[config.mk]
export PLATFORM = sky130hd
export DESIGN_NAME = fp_mul_arbiter_flat
export DESIGN_NICKNAME = d
export VERILOG_FILES = /design/src/rtl/fp_mul_arbiter_if.sv /design/src/rtl/fp_mul_arbiter.sv /design/src/flat_wrapper.sv
export SDC_FILE = /design/constraint.sdc
export NUM_CORES = 1
export LEC_CHECK = 0
export BUFFER_PORTS_ARGS = -buffer_cell sky130_fd_sc_hd__buf_2
export CAP_MARGIN = 30
export CELL_PAD_IN_SITES_DETAIL_PLACEMENT = 1
export CELL_PAD_IN_SITES_GLOBAL_PLACEMENT = 2
export CORE_ASPECT_RATIO = 2
export CORE_MARGIN = 2
export CORE_UTILIZATION = 26
export CTS_BUF_LIST = sky130_fd_sc_hd__clkbuf_8
export CTS_CLUSTER_DIAMETER = 100
export DETAILED_ROUTE_END_ITERATION = 12
export GPL_ROUTABILITY_DRIVEN = 0
export HOLD_SLACK_MARGIN = 0.03
export PLACE_DENSITY_LB_ADDON = 0.1
export SYNTH_ARGS = -nofsm -noshare
export SYNTH_HDL_FRONTEND = slang
export SYNTH_SLANG_ARGS = --single-unit
[constraint.sdc]
create_clock -name sys_clk -period 1.9 [get_ports sys_clk]
set_input_delay 0.285 -clock sys_clk [delete_from_list [all_inputs] [get_ports sys_clk]]
set_output_delay 0.285 -clock sys_clk [all_outputs]
set_load 0.02 [all_outputs]
[src/rtl/fp_mul_arbiter_if.sv]
// Client-side and unit-side signals of the shared multiplier arbiter.
// The arbiter connects through the slave modport; the client/unit side uses master.
interface fp_mul_arbiter_if #(
  parameter int DW   = 32,
  parameter int N_CH = 2
);
  localparam int OW = (N_CH > 1) ? $clog2(N_CH) : 1;

  logic [N_CH-1:0]          cli_req;
  logic [N_CH-1:0][DW-1:0]  cli_data1;
  logic [N_CH-1:0][DW-1:0]  cli_data2;
  logic [N_CH-1:0]          cli_ack;
  logic [N_CH-1:0]          cli_vld;
  logic [DW-1:0]            cli_result;
  logic                     cli_err;
  logic [DW-1:0]            unit_data1;
  logic [DW-1:0]            unit_data2;
  logic                     unit_trig;
  logic [DW-1:0]            unit_result;
  logic                     unit_vld;
  logic                     busy;
  logic [OW-1:0]            owner;

  modport master (
    output cli_req, cli_data1, cli_data2, unit_result, unit_vld,
    input  cli_ack, cli_vld, cli_result, cli_err, unit_data1, unit_data2,
           unit_trig, busy, owner
  );

  modport slave (
    input  cli_req, cli_data1, cli_data2, unit_result, unit_vld,
    output cli_ack, cli_vld, cli_result, cli_err, unit_data1, unit_data2,
           unit_trig, busy, owner
  );
endinterface

[src/rtl/fp_mul_arbiter.sv]
// Round-robin arbiter sharing one multi-cycle multiplier among N_CH clients,
// one op in flight, with an optional response timeout.
module fp_mul_arbiter #(
  parameter int DW      = 32,
  parameter int N_CH    = 2,
  parameter int TIMEOUT = 64
) (
  input  logic            sys_clk,
  input  logic            sys_rst_n,
  fp_mul_arbiter_if.slave bus
);
  localparam int OW = (N_CH > 1) ? $clog2(N_CH) : 1;
  localparam int CW = (TIMEOUT > 0) ? $clog2(TIMEOUT + 1) : 1;
  localparam logic [CW-1:0] CNT_LAST = CW'((TIMEOUT > 0) ? TIMEOUT - 1 : 0);

  typedef enum logic {S_IDLE, S_WAIT} state_t;

  state_t          state_q, state_d;
  logic [OW-1:0]   ptr_q, ptr_d, owner_q, owner_d;
  logic [CW-1:0]   cnt_q, cnt_d;
  logic [DW-1:0]   d1_q, d1_d, d2_q, d2_d, res_q, res_d;
  logic            err_q, err_d, trig_q, trig_d;
  logic [N_CH-1:0] ack_q, ack_d, vld_q, vld_d;

  logic            found;
  logic [OW-1:0]   win, idx, nxt_ptr;
  logic            done_ok, done_to;

  // First requester at or after ptr, wrapping at N_CH.
  always_comb begin
    found = 1'b0;
    win   = '0;
    idx   = '0;
    for (int i = 0; i < N_CH; i++) begin
      idx = OW'((int'(ptr_q) + i) % N_CH);
      if (!found && bus.cli_req[idx]) begin
        found = 1'b1;
        win   = idx;
      end
    end
  end

  assign nxt_ptr = (owner_q == OW'(N_CH - 1)) ? '0 : owner_q + OW'(1);
  // trig_q marks the issue cycle, where a unit_vld cannot belong to this op.
  assign done_ok = (state_q == S_WAIT) && !trig_q && bus.unit_vld;
  assign done_to = (state_q == S_WAIT) && (TIMEOUT != 0) && (cnt_q == CNT_LAST) && !done_ok;

  always_comb begin
    state_d = state_q;
    ptr_d   = ptr_q;
    owner_d = owner_q;
    cnt_d   = cnt_q;
    d1_d    = d1_q;
    d2_d    = d2_q;
    res_d   = res_q;
    err_d   = err_q;
    trig_d  = 1'b0;
    ack_d   = '0;
    vld_d   = '0;
    case (state_q)
      S_IDLE: begin
        if (found) begin
          state_d     = S_WAIT;
          owner_d     = win;
          d1_d        = bus.cli_data1[win];
          d2_d        = bus.cli_data2[win];
          ack_d[win]  = 1'b1;
          trig_d      = 1'b1;
          cnt_d       = '0;
        end
      end
      S_WAIT: begin
        if (done_ok || done_to) begin
          state_d        = S_IDLE;
          res_d          = done_ok ? bus.unit_result : '0;
          err_d          = done_to;
          vld_d[owner_q] = 1'b1;
          ptr_d          = nxt_ptr;
        end else if (TIMEOUT != 0) begin
          cnt_d = cnt_q + CW'(1);
        end
      end
      default: state_d = S_IDLE;
    endcase
  end

  always_ff @(posedge sys_clk or negedge sys_rst_n) begin
    if (!sys_rst_n) begin
      state_q <= S_IDLE;
      ptr_q   <= '0;
      owner_q <= '0;
      cnt_q   <= '0;
      d1_q    <= '0;
      d2_q    <= '0;
      res_q   <= '0;
      err_q   <= 1'b0;
      trig_q  <= 1'b0;
      ack_q   <= '0;
      vld_q   <= '0;
    end else begin
      state_q <= state_d;
      ptr_q   <= ptr_d;
      owner_q <= owner_d;
      cnt_q   <= cnt_d;
      d1_q    <= d1_d;
      d2_q    <= d2_d;
      res_q   <= res_d;
      err_q   <= err_d;
      trig_q  <= trig_d;
      ack_q   <= ack_d;
      vld_q   <= vld_d;
    end
  end

  assign bus.cli_ack    = ack_q;
  assign bus.cli_vld    = vld_q;
  assign bus.cli_result = res_q;
  assign bus.cli_err    = err_q;
  assign bus.unit_data1 = d1_q;
  assign bus.unit_data2 = d2_q;
  assign bus.unit_trig  = trig_q;
  assign bus.busy       = (state_q == S_WAIT);
  assign bus.owner      = owner_q;
endmodule

[src/flat_wrapper.sv]
// flat-port wrapper written by rule: the top's interface ports become plain ports
module fp_mul_arbiter_flat 
#(
  parameter int DW      = 32,
  parameter int N_CH    = 2,
  parameter int TIMEOUT = 64
)
  (sys_clk, sys_rst_n, bus_cli_req, bus_cli_data1, bus_cli_data2, bus_unit_result, bus_unit_vld, bus_cli_ack, bus_cli_vld, bus_cli_result, bus_cli_err, bus_unit_data1, bus_unit_data2, bus_unit_trig, bus_busy, bus_owner);
  fp_mul_arbiter_if #(.DW(DW), .N_CH(N_CH)) bus_i ();
  input  logic sys_clk;
  input  logic sys_rst_n;
  input wire logic [$bits(bus_i.cli_req)-1:0] bus_cli_req;
  input wire logic [$bits(bus_i.cli_data1)-1:0] bus_cli_data1;
  input wire logic [$bits(bus_i.cli_data2)-1:0] bus_cli_data2;
  input wire logic [$bits(bus_i.unit_result)-1:0] bus_unit_result;
  input wire logic [$bits(bus_i.unit_vld)-1:0] bus_unit_vld;
  output wire logic [$bits(bus_i.cli_ack)-1:0] bus_cli_ack;
  output wire logic [$bits(bus_i.cli_vld)-1:0] bus_cli_vld;
  output wire logic [$bits(bus_i.cli_result)-1:0] bus_cli_result;
  output wire logic [$bits(bus_i.cli_err)-1:0] bus_cli_err;
  output wire logic [$bits(bus_i.unit_data1)-1:0] bus_unit_data1;
  output wire logic [$bits(bus_i.unit_data2)-1:0] bus_unit_data2;
  output wire logic [$bits(bus_i.unit_trig)-1:0] bus_unit_trig;
  output wire logic [$bits(bus_i.busy)-1:0] bus_busy;
  output wire logic [$bits(bus_i.owner)-1:0] bus_owner;
  assign bus_i.cli_req = bus_cli_req;
  assign bus_i.cli_data1 = bus_cli_data1;
  assign bus_i.cli_data2 = bus_cli_data2;
  assign bus_i.unit_result = bus_unit_result;
  assign bus_i.unit_vld = bus_unit_vld;
  assign bus_cli_ack = bus_i.cli_ack;
  assign bus_cli_vld = bus_i.cli_vld;
  assign bus_cli_result = bus_i.cli_result;
  assign bus_cli_err = bus_i.cli_err;
  assign bus_unit_data1 = bus_i.unit_data1;
  assign bus_unit_data2 = bus_i.unit_data2;
  assign bus_unit_trig = bus_i.unit_trig;
  assign bus_busy = bus_i.busy;
  assign bus_owner = bus_i.owner;
  fp_mul_arbiter #(.DW(DW), .N_CH(N_CH), .TIMEOUT(TIMEOUT)) u_core (.sys_clk(sys_clk), .sys_rst_n(sys_rst_n), .bus(bus_i));
endmodule
# [Word-level counts from Yosys, hierarchy flattened]
# Cells that the tools add are included.
[word_totals] ff_bits=112 out_inout_bits=104
[classes] add_sub_neg=3 order_cmp=6 n_eq_ne=3 muxes=29 n_bitwise=1 reduce_logical=14
[op_table] cell="2-to-1 mux 32 bit" count=5
[op_table] cell="2-to-1 mux 1 bit" count=14
[op_table] cell="2-to-1 mux 7 bit" count=2
[op_table] cell="one-hot mux 7 bit (2 select lines)" count=1
[op_table] cell="< comparator 1 x 2 -> 1 bit (second input constant)" count=4
[op_table] cell="2-to-1 mux 2 bit" count=4
[op_table] cell="adder 7 x 1 -> 7 bit (second input constant)" count=1
[op_table] cell="== test 7 x 6 -> 1 bit (second input constant)" count=1
[op_table] cell="logical AND 1 bit" count=7
[op_table] cell="AND reduction 2 bit" count=3
[op_table] cell="logical NOT 1 bit" count=3
[op_table] cell="adder 1 bit (second input constant)" count=2
[op_table] cell="demux 1 bit (select 1 bit)" count=2
[op_table] cell="greater-or-equal comparator 1 bit (second input constant)" count=2
[op_table] cell="!= test 2 x 1 -> 1 bit (second input constant)" count=1
[op_table] cell="!= test 2 bit (second input constant)" count=1
[op_table] cell="one-hot mux 1 bit (2 select lines)" count=1
[op_table] cell="logical OR 1 bit" count=1
[op_table] cell="inverter 1 bit" count=1

# [Longest topological paths before layout]
[logic_depth] ltp_word=12 depth_mapped=6 ltp_nobuf=5

# [Worst setup path before layout]
# Ideal clock, no wire load.
[synth_path] path_type="register -> register" startpoint="reg u_core.cnt_q[0]" endpoint="reg u_core.cnt_q[3]" t_arrival_ns=1.346 t_required_ns=1.774 path_slack_ns=0.427 path_stages_with_launch=6 n_path_buf=0 synth_period_minus_slack_ns=1.473 cell_sequence="dfrtp_1 -> ha_1 -> nand4_4 -> o211ai_4 -> nor2_1 -> a311o_1"
[synth_via] elab_chain_len=6
[synth_rtl] element="from (decl)" line_no="fp_mul_arbiter.sv:20" text="logic [CW-1:0] cnt_q, cnt_d;"
[synth_rtl] element="from (signal assigned)" line_no="fp_mul_arbiter.sv:104" text="cnt_q <= cnt_d;"
[synth_rtl] element="branches (longest 6 deep; another with adder 7 x 1 -> 7 bit)"
# Several ways; the timed one is not identified. The select of a mux whose other input is x is not followed.
# A chain may end at the register's enable or synchronous reset.

# [Worst setup path in the final report]
# Ends and elaborated chain as after synthesis.

==> results.md <==
* Maxcap violations at 0
* Syn_nets at 646
* Crit-path max FO at 10
* Buffers on Ports at 268
* Hold depth at 3
* Cell Count, Final, Fillers Out at 964
* Ports at 269
* Share of total power in sequential cells at 38.4%
* Sw power at 4.66 mW
* Initial antenna violation count at 0
* Placed Instance Area at 6430 sq um
* Cell Area, Synth at 4800 sq um
* Synth warn at 0
* Total wire length at 16000 um
* Fin crit period at 1.63 ns
* Post-synth top area cell: dfrtp_1
* FF-to-FF setup slack at 0.27 ns
* Final HPWL DP at 12300 um
* Initial Utilization at 26.4%
* Setup-failing EPs final at 0
* N_diodes at 0
* Nature of the critical path endpoint: register
* Launching point of the worst reg2reg path: u_core.cnt_q[0]
* CTS tree: yes
* First-pass GRT wire length at 25200 um
* # fillers at 2195
* # H-tree levels at 3
* Fin crit share at 85.6%
* Largest net degree at the start of global routing at 57
* Pwr dens at 1580 nW/um^2
* Number of placed cells counting well taps at 947
* Combinational group share of total power at 46.5%
* DRT Pass-1 Iters at 4
* Slew margin rel. at 76.6%
* Grt total ovfl at 0
* Switching Fraction at 44.3%
* Synth top area share at 58.3%
* NumNets Final at 909
* Status: completed
* Area grow syn2layout at 38.6%
* Wire length per cell at 16.6 um
* Post-synth EDFFs at 0
* Share of cells above drive strength 1 at 40.5%
* Final Instance Area at 6660 sq um
* ANT nets after route at 0
* TritonCTS Buffers at 9
* Clock Pin Slew Worst Setup and Hold Paths at 0.11 ns
* Async SR Flop Fraction at 100%
* Synth top area cells: dfrtp_1 58%, nand2_1 13%, mux2i_1 7.9%
* Via count at 4495
* Max Transition Viols Final at 0
* Iter 0 DRT Violations at 118
* Sink Count at 112
* Worst setup path start: u_core.cnt_q[0]
* Yosys reg bits at 112
* CORE AREA at 18200 sq um
* Final hold vios at 0
* Worst-margin pin slew at 0.352 ns
* Peak supply drop at 0.000463 V
* Cell leakage power at 3.64 nW
* Clock latency on the worst-skew pair at 0.38 ns
* Final Skew at 0.0123 ns
* Min-delay worst type: primary input to register
* Worst Setup EP: u_core.cnt_q[3]
* Worst setup SP type: register
* Clock Tree Root: clkbuf_8
* Maximum clock frequency at 615 MHz
* Sequential share of the synthesized area at 58.3%
* Pint at 5.85 mW
* Clock power frac at 15.1%
* # DRC at 0
* Final Power at 10.5 mW
* Setup TNS at 0 ns
* Vias/cell at 4.66
* WP data arrival at 1.90 ns
* Postcts setup bufs at 0
* Die height at 196 um
* Clock Tree Buf Depth at 2
* Dpl ws at 0.265 ns
* Fin worst setup slack at 0.274 ns
* Synthesized instance count at 480
* Top_reg_cell synth: dfrtp_1
* FF+latch area at 2800 sq um
* Post-synth cell types at 36
* Die W at 100 um
* Row Count at 70
* R2R cell count at 5
* Mean post-synth cell area at 10.0 sq um
* Total track usage at 16.5%
* Multi-input gate area at 1840 sq um
* Full die area at 19600 sq um
* Required @ worst endpoint at 2.18 ns
* R2R Path End: u_core.cnt_q[3]
* RSZ-0062 raised after global routing: false
* Setup CP Type: register to register
* Number of global-route vias before repair at 4880
## layer usage
layer	track usage (%)	part of all wire, %	vias to the layer above
met3	3.95	6.9	22
met4	7.05	2.8	0
met2	30.6	54	179
met1	17.3	36	2151
li1	-	-	2143
met5	0	0	-
## cell usage after synthesis, types with 3 or more instances
master,count
mux2i_1,38
nand3_1,4
dfrtp_1,112
a22oi_1,27
buf_6,3
clkbuf_1,9
inv_1,4
nor2_1,8
buf_4,5
buf_2,11
o21ai_0,68
nand2_1,160
o21ai_1,5
## worst min path at each step
stage	startpoint	end
finish	bus_unit_result[24]	u_core.bus.cli_result[24]
global route	bus_unit_result[31]	u_core.bus.cli_result[31]
CTS	bus_unit_result[24]	u_core.bus.cli_result[24]
detailed placement	sys_rst_n	u_core.bus.cli_result[14]
global placement	sys_rst_n	u_core.bus.cli_result[15]
floorplan	sys_rst_n	u_core.bus.busy
## cell type report
cell class              count  share of cell area, %
flip-flops and latches    112                   42.1
multi-input cells         333                   27.6
repair buffers            282                   22.7
well taps                 216                   4.06
clock buffers              10                   2.07
clock inverters             6                   1.15
inverters                   5                  0.282
## cell usage in the layout, fill, tap and decap left out, drive strengths merged
cell type,instances
o21a,1
a211oi,1
o31ai,1
nand4,1
or2,2
o211ai,2
a22oi,27
dlygate4sd3,1
or2b,1
clkinv,1
dfrtp,112
clkbuf,10
mux2i,38
a31oi,2
inv,8
nor3,3
a21o,1
nor2,9
ha,1
bufinv,2
nand2b,1
a21boi,1
o211a,1
nand3,4
o21ai,74
a22o,1
buf,281
nand2,160
a311o,1
## through the flow
stage	hold WS, ns	utilization (%)
global route	0.0885	36.6
CTS	0.0745	36.6
floorplan	-0.0106	-
detailed placement	0.222	35.3
global placement	0.218	35.3
finish	0.105	36.6
## sequential cells by signal (all words and copies together) (netlist names), 2 cells and up
signal,flops
u_core.cnt_q,7
u_core.bus.cli_vld,2
u_core.bus.cli_result,32
u_core.bus.unit_data2,32
u_core.bus.cli_ack,2
u_core.bus.unit_data1,32
## timing repair
item,4_1_cts,5_1_grt
resized for setup,0,0
endpoints found under the hold margin,21,0
hold buffers,1,0
## cells by family after synthesis
logic type               share of synthesized area, %
AO/OA/AOI/OAI                                    14.3
AND/OR/NAND/NOR                                  15.2
adder cells (fa/ha/maj)                         0.260
multiplexers                                     7.92
flip-flops                                       58.3
buffers and inverters                            3.93
## power by group through the flow
stage	Combinational [mW]	Sequential [mW]	Clock [mW]
2_1_floorplan	1.67	5.37	0
3_3_place_gp	4.90	4.05	0
3_5_place_dp	5.02	4.11	0
4_1_cts	5.02	4.06	1.67
5_1_grt	5.42	4.20	1.75
6_report	4.89	4.04	1.58
## worst max-delay path: stages, from the launching register on
cell	delay (ns)
dfrtp_1	0.40
ha_1	0.27
nand4_4	0.17
o211ai_4	0.33
nor2_1	0.10
a311o_1	0.27
Note: power is estimated with default switching activity, not from simulation.
